==> config.mk <==
export PLATFORM = sky130hd
export DESIGN_NAME = sync_fifo
export DESIGN_NICKNAME = d
export VERILOG_FILES = /design/src/rtl/sync_fifo_pkg.sv /design/src/rtl/sync_fifo_mem.sv /design/src/rtl/sync_fifo.sv
export SDC_FILE = /design/constraint.sdc
export NUM_CORES = 1
export LEC_CHECK = 0
export CAP_MARGIN = 20
export CORE_MARGIN = 2
export CORE_UTILIZATION = 55
export CTS_CLUSTER_DIAMETER = 80
export CTS_CLUSTER_SIZE = 16
export DETAILED_ROUTE_END_ITERATION = 12
export DONT_BUFFER_PORTS = 1
export PLACE_DENSITY = 0.7
export SLEW_MARGIN = 20
export SYNTH_ARGS = -nofsm -noshare
export SYNTH_HDL_FRONTEND = slang
export SYNTH_HIERARCHICAL = 1
export SYNTH_SLANG_ARGS = --single-unit
==> constraint.sdc <==
create_clock -name clk -period 4.6 [get_ports clk]
set_input_delay 0.69 -clock clk [delete_from_list [all_inputs] [get_ports clk]]
set_output_delay 0.69 -clock clk [all_outputs]
set_load 0.005 [all_outputs]
==> src/rtl/sync_fifo_pkg.sv <==
// rtl/sync_fifo_pkg.sv - default sizing constants and count-width helper for sync_fifo
package sync_fifo_pkg;

  localparam int DEFAULT_WIDTH    = 8;
  localparam int DEFAULT_DEPTH    = 16;
  localparam int DEFAULT_AE_LEVEL = 2;

  // Occupancy must represent 0..depth inclusive, hence one bit above the pointer width.
  function automatic int count_width(input int depth);
    return $clog2(depth) + 1;
  endfunction

endpackage

==> src/rtl/sync_fifo_mem.sv <==
// rtl/sync_fifo_mem.sv - WIDTH x DEPTH storage, one write port, one registered read port
module sync_fifo_mem #(
  parameter int WIDTH = 8,
  parameter int DEPTH = 16
) (
  input  logic                     clk,
  input  logic                     rst,
  input  logic                     wr_en,
  input  logic [$clog2(DEPTH)-1:0] wr_addr,
  input  logic [WIDTH-1:0]         wr_data,
  input  logic                     rd_en,
  input  logic [$clog2(DEPTH)-1:0] rd_addr,
  output logic [WIDTH-1:0]         rd_data
);

  logic [WIDTH-1:0] mem_q [DEPTH];
  logic [WIDTH-1:0] rd_data_q;

  // Storage is deliberately not reset; stale words are never addressable after a reset.
  always_ff @(posedge clk) begin
    if (wr_en) begin
      mem_q[wr_addr] <= wr_data;
    end
  end

  always_ff @(posedge clk or posedge rst) begin
    if (rst) begin
      rd_data_q <= '0;
    end else if (rd_en) begin
      rd_data_q <= mem_q[rd_addr];
    end
  end

  assign rd_data = rd_data_q;

endmodule

==> src/rtl/sync_fifo.sv <==
// rtl/sync_fifo.sv - single-clock FIFO with registered status flags
// Define SYNC_FIFO_ERR_EN to enable the sticky overflow/underflow flags.
module sync_fifo
  import sync_fifo_pkg::*;
#(
  parameter int WIDTH    = DEFAULT_WIDTH,
  parameter int DEPTH    = DEFAULT_DEPTH,
  parameter int AF_LEVEL = DEPTH - 2,
  parameter int AE_LEVEL = DEFAULT_AE_LEVEL
) (
  input  logic                          clk,
  input  logic                          rst,
  input  logic [WIDTH-1:0]              data_in,
  input  logic                          write,
  input  logic                          read,
  output logic [WIDTH-1:0]              data_out,
  output logic                          full,
  output logic                          empty,
  output logic                          almost_full,
  output logic                          almost_empty,
  output logic [count_width(DEPTH)-1:0] count,
  output logic                          overflow,
  output logic                          underflow
);

  localparam int PW = $clog2(DEPTH);
  localparam int CW = count_width(DEPTH);

  logic [PW-1:0] wr_ptr_q, wr_ptr_d, rd_ptr_q, rd_ptr_d;
  logic [CW-1:0] count_q, count_d;
  logic          full_q, empty_q, af_q, ae_q;
  logic          wr_en, rd_en;

  // Acceptance uses the registered flags, i.e. the state before this edge.
  assign wr_en = write && !full_q;
  assign rd_en = read && !empty_q;

  always_comb begin
    wr_ptr_d = wr_ptr_q;
    rd_ptr_d = rd_ptr_q;
    count_d  = count_q;
    if (wr_en) wr_ptr_d = wr_ptr_q + PW'(1);
    if (rd_en) rd_ptr_d = rd_ptr_q + PW'(1);
    case ({wr_en, rd_en})
      2'b10:   count_d = count_q + CW'(1);
      2'b01:   count_d = count_q - CW'(1);
      default: count_d = count_q;
    endcase
  end

  always_ff @(posedge clk or posedge rst) begin
    if (rst) begin
      wr_ptr_q <= '0;
      rd_ptr_q <= '0;
      count_q  <= '0;
      full_q   <= 1'b0;
      empty_q  <= 1'b1;
      af_q     <= 1'b0;
      ae_q     <= 1'b1;
    end else begin
      wr_ptr_q <= wr_ptr_d;
      rd_ptr_q <= rd_ptr_d;
      count_q  <= count_d;
      full_q   <= (count_d == CW'(DEPTH));
      empty_q  <= (count_d == '0);
      af_q     <= (count_d >= CW'(AF_LEVEL));
      ae_q     <= (count_d <= CW'(AE_LEVEL));
    end
  end

  sync_fifo_mem #(
    .WIDTH(WIDTH),
    .DEPTH(DEPTH)
  ) u_mem (
    .clk    (clk),
    .rst    (rst),
    .wr_en  (wr_en),
    .wr_addr(wr_ptr_q),
    .wr_data(data_in),
    .rd_en  (rd_en),
    .rd_addr(rd_ptr_q),
    .rd_data(data_out)
  );

`ifdef SYNC_FIFO_ERR_EN
  logic ovf_q, unf_q;

  always_ff @(posedge clk or posedge rst) begin
    if (rst) begin
      ovf_q <= 1'b0;
      unf_q <= 1'b0;
    end else begin
      if (write && full_q) ovf_q <= 1'b1;
      if (read && empty_q) unf_q <= 1'b1;
    end
  end

  assign overflow  = ovf_q;
  assign underflow = unf_q;
`else
  assign overflow  = 1'b0;
  assign underflow = 1'b0;
`endif

  assign full         = full_q;
  assign empty        = empty_q;
  assign almost_full  = af_q;
  assign almost_empty = ae_q;
  assign count        = count_q;

endmodule

# Yosys cells after proc, flatten, opt, wreduce, memory -nomap -nowiden
# Memories as Yosys holds them, arrays and structs flattened. A register that Yosys moved wholly into a read port is not among the register bits.
# Cells that the tools add are included.
# totals
ram_bits,128
ff_bits,17
output_inout_bits,19
word_cells,25
latchBits,0
n_memories,1
mem_bits_ro,0
# mem_list
name,depth,word_bits,rd,rd_clocked_by_memory_dff,write_ports,line_no,text
u_mem.mem_q,16,8,1,1,1,sync_fifo_mem.sv:16,logic [WIDTH-1:0] mem_q [DEPTH];
# op_classes
n_shift,0
addsub,4
bitwise_logic,0
n_eq_ne,3
div,0
multipliers,0
muxes,3
n_reduce_logical,5
magnitude_cmp,2
# op_table
cell,n
$pmux 5 s2,1
$add 4x1->4 const B,2
$add 5x1->5 const B,1
$eq 5x5->1 const B,1
$ge 5x4->1 const B,1
$le 5x2->1 const B,1
$logic_not 5->1,1
$sub 5x1->5 const B,1
$eq 2x1->1 const B,1
$eq 2x2->1 const B,1
$logic_and 1x1->1,2
$logic_not 1->1,2
$mux 1,2

# Longest topological paths before layout
# Gate-level depths: netlist (run 1).
# depth
depth_word,5
mapped_depth,12
ltp_nobuf,11

# Modules after synthesis
# Netlist (run 1), hierarchy kept.
# modules_own_cells
module,cells_each,seq_area_each_um2,n_inst,area_per_inst_um2
sync_fifo_mem,241,4043.9,1,5335.1
sync_fifo,91,427.9,1,1014.7

# Least setup slack after synthesis (run 1)
# No wires, ideal clock.
# synth_timing
path_kind,input to register
start,input write
end,"memory u_mem.mem_q[0][0], enable pin"
n_path_buf,1
cell_stages,5
setup_slack_ns,2.179
required_ns,4.217
t_arrival_ns,2.037
setup_time_ns,0.383
path_cell_list,nand2b_4 > buf_8 > inv_4 > or3b_2 > nor3_1
# synth_between
elab_chain_cells,3
# synth_lines
item,line_no,text
"start, declared",sync_fifo.sv:14,"input logic write,"
$logic_and 1x1->1,sync_fifo.sv:35,assign wr_en = write && !full_q;
net wr_en,sync_fifo.sv:32,"logic wr_en, rd_en;"
$mux 1,sync_fifo_mem.sv:21,if (wr_en) begin
$mux 1 (implied by the code),sync_fifo_mem.sv:22,mem_q[wr_addr] <= wr_data;
"end, declared",sync_fifo_mem.sv:16,
# The timed path passes the listed nets, and every way through them passes these cells.

# Worst setup path after layout (run 1)
# layout_timing
start,register empty_q (netlist: empty)
end,register full_q (netlist: full)
# layout_between
elab_chain_cells,5
elab_cells_between_ends,6
# layout_lines
item,line_no,text
"start, declared",sync_fifo.sv:31,"logic full_q, empty_q, af_q, ae_q;"
"start signal, assigned",sync_fifo.sv:65,empty_q <= (count_d == '0);
$logic_not 1->1 (*),sync_fifo.sv:36,assign rd_en = read && !empty_q;
$logic_and 1x1->1 (*),sync_fifo.sv:36,
net rd_en,sync_fifo.sv:32,
$eq 2x1->1 / $eq 2x2->1 (equally long branches),sync_fifo.sv:44,"case ({wr_en, rd_en})"
$pmux 5 s2 (*),sync_fifo.sv:44,
$eq 5x5->1 (*),sync_fifo.sv:64,full_q <= (count_d == CW'(DEPTH));
"end signal, assigned",sync_fifo.sv:64,
"end, declared",sync_fifo.sv:31,
# The timed path passes the listed nets; every way through them passes the cells marked *.
# A chain may end at the register's enable or synchronous reset.

==> results of run 1 <==
-- stage by stage --
step,cells,power (uW)
floorplan,333,3000
global placement,462,3190
detailed placement,462,3230
CTS,494,4700
global route,494,4880
finish,494,4670
-- worst reg2reg max path, delay by kind of cell (launching register included) --
| family | cells | cell delay (ps) |
|---|---|---|
| and+or+nand+nor | 3 | 810 |
| DFF | 1 | 540 |
| xor gates and xnor gates | 1 | 130 |
| buffers and inverters | 1 | 200 |
| adders and majority gates | 1 | 260 |
| AOI/OAI and AO/OA | 2 | 570 |
-- registers in the layout (all words and copies together) (netlist names) --
register	count
almost_empty	1
almost_full	1
count	5
empty	1
full	1
rd_ptr_q	4
u_mem/mem_q	128
u_mem/rd_data	8
wr_ptr_q	4
-- power breakdown --
part	switching [uW]	leakage [uW]	internal, uW
Clock	549	0.000303	925
Sequential	275	0.00144	1730
Combinational	578	0.000630	605
Total	1400	0.00238	3260
-- per-layer routing --
layer | part of all wire (%) | vias up | GRT usage, %
met5 | 0 | - | 0
met4 | 1.3 | 0 | 7.24
met3 | 6.3 | 12 | 6.26
met2 | 49 | 81 | 30.9
met1 | 43 | 1578 | 28.0
li1 | - | 1334 | -
-- final timing paths --
check	start	to	depth (start not counted)
max	empty	full	8
min	rst	u_mem/rd_data[6]	1
max reg2reg	empty	full	8
min reg2reg	wr_ptr_q[3]	wr_ptr_q[3]	1
max in group asynchronous	rst	full	1
min in group clk	data_in[7]	u_mem/mem_q[10][7]	0
-- cells in the final DEF, fill, tap and decap left out, types with 7 or more instances in the layout --
master	instances
nor2_1	22
edfxtp_1	128
a221oi_2	8
xnor2_1	9
nand2_1	10
clkbuf_16	17
dfrtp_1	23
o22ai_1	8
mux4_2	26
buf_4	7
mux2i_1	9
-- final cells by class --
class	count	area share, %
sequential	153	63.6
multi-input combinational	153	23.7
clock buffer	18	6.24
clock inverter	14	2.79
tap	143	2.54
timing repair buffer	7	0.747
inverter	6	0.427
-- logic make-up (layout without fill, tap and decap cells) --
kind of cell	count (synthesis)	after routing	synth area share (%)
fa+ha+maj	4	4	0.788
xor+xnor	12	12	2.01
buf+inv	27	45	3.39
simple gates	65	65	5.56
other cells	1	2	0.0591
mux	42	42	13.3
flops	153	153	70.4
compound gates	28	28	4.47
==> run summary, run 1 <==
Max Cap Violations: 0
WL/cell: 23.7 um
Yosys reg bits: 153
Routed WL: 11700 um
Total number of placement rows: 39
Cell count after synthesis: 332
Relative slew slack: 33.0%
Grt total ovfl: 0
CTS tree: built
Ranking of synthesized cells by area: edfxtp_1 61%, mux4_2 9.2%, dfrtp_1 9.1%
CP endpoint kind: register
# port buffers: 0
Initial core utilization: 56.1%
Syn_area_per_cell: 19.1 sq um
Initial DRC count: 149
CP max stage cell: dfstp_2
Number of antenna repair diodes: 0
Critical Path AT: 2930 ps
RePlAce Congestion: 0.837
Final #Nets: 354
Syn Std Cell Area: 6350 sq um
Combined area of the multi-input logic cells: 1670 sq um
Final WS setup: 1960 ps
Post-synth top area share: 60.5%
Drt drc: 0
Worst-Margin Slew: 1000 ps
Total number of vias: 3005
Slew Viols, Final: 0
Io pins: 31
Post-synth top area cell: edfxtp_1
Critical path, cell by cell: nand2b_4, clkinv_4, nand2_2, xnor2_1, ha_1, nor3b_1, a211oi_1, a2111oi_1
GRT Total Usage: 20.2%
Final hold slack: 121 ps
Startpoint types: register
Final setup vio count: 0
CTS resizes: 0
Worst Skew: 4.35 ps
Vias in the first global route: 3068
Post-place setup slack: 1870 ps
First-pass GRT wire length: 18200 um
RSZ-0062 raised after global routing: false
Share of post-route cells with drive strength above 1: 25.6%
Core ar.: 11300 sq um
Final Cycle Share: 57.5%
Die W: 111 um
Initial antenna violation count: 0
Hold WC Path Type: in2async
Register area: 4470 sq um
Worst path required time: 4890 ps
Peak supply drop: 0.384 mV
Clk_lat worst skew: 420 ps
Post-DP Area: 6400 sq um
Family with the most delay on the worst path: simple AND/OR/NAND/NOR gates
R2R Setup Slk: 1960 ps
Post-synth EDFFs: 128
Die Y: 111 um
Via density per instance: 6.08
H-Tree Depth: 4
Count leader, synth: edfxtp_1
Post-synthesis cell type count: 52
DRT antenna net count: 0
Area Overhead vs Synth: 10.8%
Clk slew on worst S/H paths: 60 ps
CP bufs+invs: 1
FILL cells: 795
Post-CTS Hold Buffers: 0
Clk sinks: 153
Tmin final: 2640 ps
HPWL Detailed: 7270 um
Largest net degree at the start of global routing: 24
Drt pass-1 iters: 4
Worst path max stage delay: 540 ps
Crit Path Category: reg2reg
Fmax achieved: 378 MHz
Ys flop type: edfxtp_1
Ys Warns: 6
Status: completed
Sequential fraction of the synthesis area: 70.4%
CTS root buffer: clkbuf_16
Pwr dens: 663 nW/um^2
Asr flop ratio synth: 16.3%
Util after Layout: 62.1%
Final hold violations: 0
List of most frequent post-synthesis cells: 128 x edfxtp_1, 26 x mux4_2, 23 x dfrtp_1, 22 x nor2_1, 10 x nand2_1
Leakage: 0.00238 uW
Setup Buffers After CTS: 0
CP Max Fanout: 23
Die area: 12400 sq um
Non-Filler Cell Area, Final: 7040 sq um
TritonCTS Buffers: 17
Bufs on Longest Clock Path: 2
Setup TNS: 0 ps
(Power assumes the default switching activity.)
==> inputs of run 2 (changes only) <==
clock period = 2.5 ns   (was 4.6 ns; I/O delays follow)
==> run 2 against run 1 <==
  * Sequential share of layout area down 1.4 points
  * Critical endpoint unchanged
  * Sequential cell count did not move
  * Die area did not move
  * Final cell count rose by 3.4%
  * Wire length decreased by 3.1%
  * Maximum frequency grew 11%
==> run summary, run 2 (same netlist as run 1, synthesis figures left out) <==
Grt total ovfl: 0 (unchanged)
Biggest register: u_mem/mem_q
Critical Path AT: 2690 ps (-240 ps)
Hold WC Path Type: in2reg
RePlAce Congestion: 0.820 (-2.0%)
# port buffers: 0 (unchanged)
Number of antenna repair diodes: 0 (unchanged)
Die Y: 111 um (unchanged)
Worst path max stage delay: 540 ps (about the same)
GRT Total Usage: 20.1% (-0.096 points)
Final #Nets: 371 (+4.8%)
CP max stage cell: dfstp_2
Vias in the first global route: 3127 (+1.9%)
Crit Path Category: reg2reg
DRT antenna net count: 0 (unchanged)
HPWL Detailed: 7330 um (+0.82%)
Leakage: 0.00247 uW (+4.1%)
Initial core utilization: 56.1% (unchanged)
Setup TNS: 0 ps (unchanged)
Critical path, cell by cell: nand2b_4, clkinv_4, nand2_2, xnor2_1, ha_2, a21oi_2, a21boi_1, or2_1, nand2b_4, a2111oi_1
Worst-Margin Slew: 643 ps (-358 ps)
Startpoint types: register
Initial DRC count: 193 (+30%)
TritonCTS Buffers: 17 (unchanged)
Area Overhead vs Synth: 13.3%
Final setup vio count: 0 (unchanged)
Total number of placement rows: 39 (unchanged)
Fmax achieved: 419 MHz (+11%)
Drt pass-1 iters: 4 (unchanged)
CTS root buffer: clkbuf_16
Clk_lat worst skew: 420 ps (about the same)
First-pass GRT wire length: 18000 um (-1.2%)
Tmin final: 2390 ps (-256 ps)
Placed insts: 478 (+3.5%)
Core ar.: 11300 sq um (unchanged)
Via density per instance: 5.91 (-2.9%)
Final Cycle Share: 95.5% (+38 points)
Peak supply drop: 0.731 mV (+91%)
Initial antenna violation count: 0 (unchanged)
Die area: 12400 sq um (unchanged)
Clk sinks: 153 (unchanged)
WL/cell: 22.2 um (-6.3%)
CP endpoint kind: register
Die W: 111 um (unchanged)
Io pins: 31 (unchanged)
Most frequent cells in the layout: 128 x edfxtp_1, 26 x mux4_2, 23 x dfrtp_1
Family with the most delay on the worst path: simple AND/OR/NAND/NOR gates
CP bufs+invs: 1 (unchanged)
Final hold violations: 0 (unchanged)
Largest net degree at the start of global routing: 34 (+42%)
Routed WL: 11400 um (-3.1%)
Clk slew on worst S/H paths: 60 ps (about the same)
Total number of vias: 3018 (+0.43%)
Finished Layout Cells: 511 (+3.4%)
H-Tree Depth: 4 (unchanged)
Post-DP Area: 6550 sq um (+2.3%)
CTS tree: built
Pwr dens: 1200 nW/um^2 (+81%)
Commonest non-fill, non-tap cell in the layout: edfxtp_1
Worst Skew: 7.25 ps (+2.90 ps)
Setup Buffers After CTS: 0 (unchanged)
Slew Viols, Final: 0 (unchanged)
CP Max Fanout: 7 (-70%)
Relative slew slack: 57.1% (+24 points)
Worst path required time: 2810 ps (-2080 ps)
Share of post-route cells with drive strength above 1: 29.6% (+4.0 points)
Bufs on Longest Clock Path: 2 (unchanged)
Max FFs per register: 128 (unchanged)
Non-Filler Cell Area, Final: 7200 sq um (+2.3%)
RSZ-0062 raised after global routing: false
Status: completed
Max Cap Violations: 0 (unchanged)
Drt drc: 0 (unchanged)
Most used cell, CP: nand2b_4
## run 2: cell types whose count changed in the layout (fill, tap and decap cells not counted), moves of 2 or more
cell	before	now
inv_6	2	0
buf_12	0	2
buf_4	7	21
clkinv_4	4	7
## run 2: timing repair
item	in CTS	in global routing
resized for setup	0	3
hold buffers	1	0
endpoints found under the setup margin	0	1
endpoints found under the hold margin	23	0
## run 2: path summary, 6_finish.rpt
kind	slack, ps	startpoint	end	cells past startpoint
worst min-delay path	40	data_in[0]	u_mem/mem_q[8][0]	0
max in group asynchronous	1540	rst	rd_ptr_q[0]	2
worst min register to register	540	rd_ptr_q[2]	rd_ptr_q[2]	1
min in group asynchronous	430	rst	u_mem/rd_data[1]	2
worst max-delay path	110	empty	full	10
worst max register to register	110	empty	full	10
## run 2: through the flow
step                setup WS (ps)  utilization [%]  hold slack [ps]  power, uW
floorplan                     222                -              191       5530
detailed placement           81.6             57.8              253       6010
finish                        113             63.6             44.3       8630
global placement              191             57.8              250       5960
CTS                          45.9             63.5             31.3       8690
global route                 2.18             63.6             18.2       9060
## run 2: final cells by class
type	count	area, sq um
Inverter	6	30.0
Tap cell	143	179
Fill cell	792	4130
Clock buffer	17	425
Timing Repair Buffer	24	208
Multi-Input combinational cell	153	1680
Sequential cell	153	4470
Clock inverter	15	203
## run 2: power breakdown
part	leakage, uW	internal, uW	total [uW]	switching (uW)
Sequential	0.00144	3190	3560	369
Clock	0.000303	1670	2650	981
Combinational	0.000728	1220	2420	1200
## run 2: metal layers
metal	vias up	global-route usage (%)	routed length [um]
li1	1374	-	-
met1	1542	26.4	4490
met2	90	31.4	5790
met3	12	8.17	964
met4	0	6.26	126
met5	-	0	0
==> RTL edit (config.mk and constraints of run 2) <==
The package constant `DEFAULT_DEPTH` goes from 16 to 8.
--- a/src/rtl/sync_fifo_pkg.sv
+++ b/src/rtl/sync_fifo_pkg.sv
@@ -4,3 +4,3 @@
   localparam int DEFAULT_WIDTH    = 8;
-  localparam int DEFAULT_DEPTH    = 16;
+  localparam int DEFAULT_DEPTH    = 8;
   localparam int DEFAULT_AE_LEVEL = 2;
Interface: changed (resized count); port bits go from 31 to 30. No check against the original RTL was run, so the function may have changed too.
==> RTL edit against run 2 <==
Routed wire length decreased by 42%; synthesized area down 43%; clock power down 68%; power decreased by 48%; setup slack gained 0.16 ns; sequential power fell by 35%; sequential cell count decreased by 67; highest routed layer unchanged; cell area shrank 46%.
==> RTL edit: results (changes against run 2) <==
Status
  • Outcome: finished clean

Synthesis
  • Sequential area share after synthesis: 68.4% (-2.1 points)
  • Adder-cell area share of the yosys netlist: 1.38% (+0.59 points)
  • XOR/XNOR share of the synthesized area: 1.90% (-0.11 points)
  • Synth unique cells: 41 (-21%)
  • Largest cells by area after synthesis: edfxtp_1 53%, dfrtp_1 14%, mux2i_1 6.9%
  • Async S/R FF share, synth: 25.6% (+9.2 points)
  • Compound-Gate Fraction of Synth Area: 8.54% (+4.1 points)
  • Post-synth EDFFs: 64 (-50%)
  • Post-synthesis mux area share: 6.91% (-6.4 points)
  • Commonest cells in the synthesized netlist: 64 x edfxtp_1, 25 x mux2i_1, 20 x dfrtp_1

Cells and area
  • Post-layout util: 61.2% (-2.4 points)
  • Seq area share: 63.7% (+1.6 points)
  • Final non-filler cell total: 334 (-35%)
  • Multi-input gates: 134 (-12%)
  • Max FFs per register: 64 (-50%)
  • Non-clk bufs: 13 (-46%)
  • Footprint of the multi-input gates: 0.00101 mm² (-40%)
  • Share of layout cells above drive strength 1: 14.4% (-15 points)
  • Sequential cell count: 86 (-44%)
  • Clock-cell share: 4.41% (-4.3 points)
  • Clkbuf count: 9 (-8)
  • Non-clk buf share: 2.58% (-0.31 points)

Pwr
  • P_int: 0.00292 W (-52%)
  • Combinational Power Share: 30.2% (+2.1 points)
  • Leak Pwr: 1.47 nW (-41%)
  • Total clock network power: 0.000852 W (-68%)
  • Power per cell area: 1170 mW/mm² (-2.9%)
  • IR drop worst, VDD: 0.712 mV (-2.6%)

Routing
  • Met1 wire length: 3.22 mm (-28%)
  • Drt initial violations: 139 (-28%)
  • Routed met2 length: 2.91 mm (-50%)
  • Metal3 WL: 294 µm (-70%)
  • Via count: 1,930 (-36%)
  • Routed len/inst: 19.6 µm (-12%)

Clocking
  • CTS clk-pin slew, worst paths: 0.09 ns (+0.03 ns)
  • CTS H-Tree Depth: 3 (-1)
  • CTS Hold Buffers Added: 1 (unchanged)
  • CTS root buffer: clkbuf_8

Floorplanning
  • Die W: 85.1 µm (-24%)

Setup path
  • Crit path max-delay family: compound AO/OA/AOI/OAI gates
  • Crit-path max FO: 6 (-1)

GRT
  • Met1 usage: 29.3% (+2.9 points)
  • Largest net degree at the start of global routing: 43 (+26%)
  • Met3 Use GR: 3.70% (-4.5 points)
  • Total Routing Usage GR: 19.4% (-0.71 points)
  • Met2 usage: 27.7% (-3.7 points)
  • Number of global-route vias before repair: 1,845 (-41%)

Placement
  • DP Cell Count: 317 (-34%)
  • RePlAce Congestion: 0.753 (-8.2%)
  • Setup Slack @ Placement: 0.328 ns (+0.247 ns)
  • Detailed placement HPWL: 4.16 mm (-43%)
  • Area after DPL: 0.00370 mm² (-43%)

STA
  • Skew final: 0.0160 ns (+0.00872 ns)

Hold path
  • Hold_sp: data_in[6]
==> RTL edit: cell types whose count changed after synthesis, sizes merged, moves of 7 or more <==
cell	before	now
a221oi	8	1
nor2	22	9
nor2b	2	18
edfxtp	128	64
a22oi	0	8
buf	21	12
mux2i	9	25
nand3	2	9
a41o	0	8
mux4	32	0
a211o	0	8
o22ai	9	1
==> RTL edit: path summary, 6_finish.rpt <==
kind                       cells after the start                           end  slack (ns)
max                                           11        almost_empty$_DFF_PP1_        0.28
min                                            0   u_mem/mem_q[5][6]$_DFFE_PP_        0.11
max reg2reg                                   11        almost_empty$_DFF_PP1_        0.28
min reg2reg                                    1       wr_ptr_q[2]$_DFFE_PP0P_        0.50
max in group asynchronous                      2       rd_ptr_q[0]$_DFFE_PP0P_        1.57
min in group asynchronous                      2  u_mem/rd_data[2]$_DFFE_PP0P_        0.45
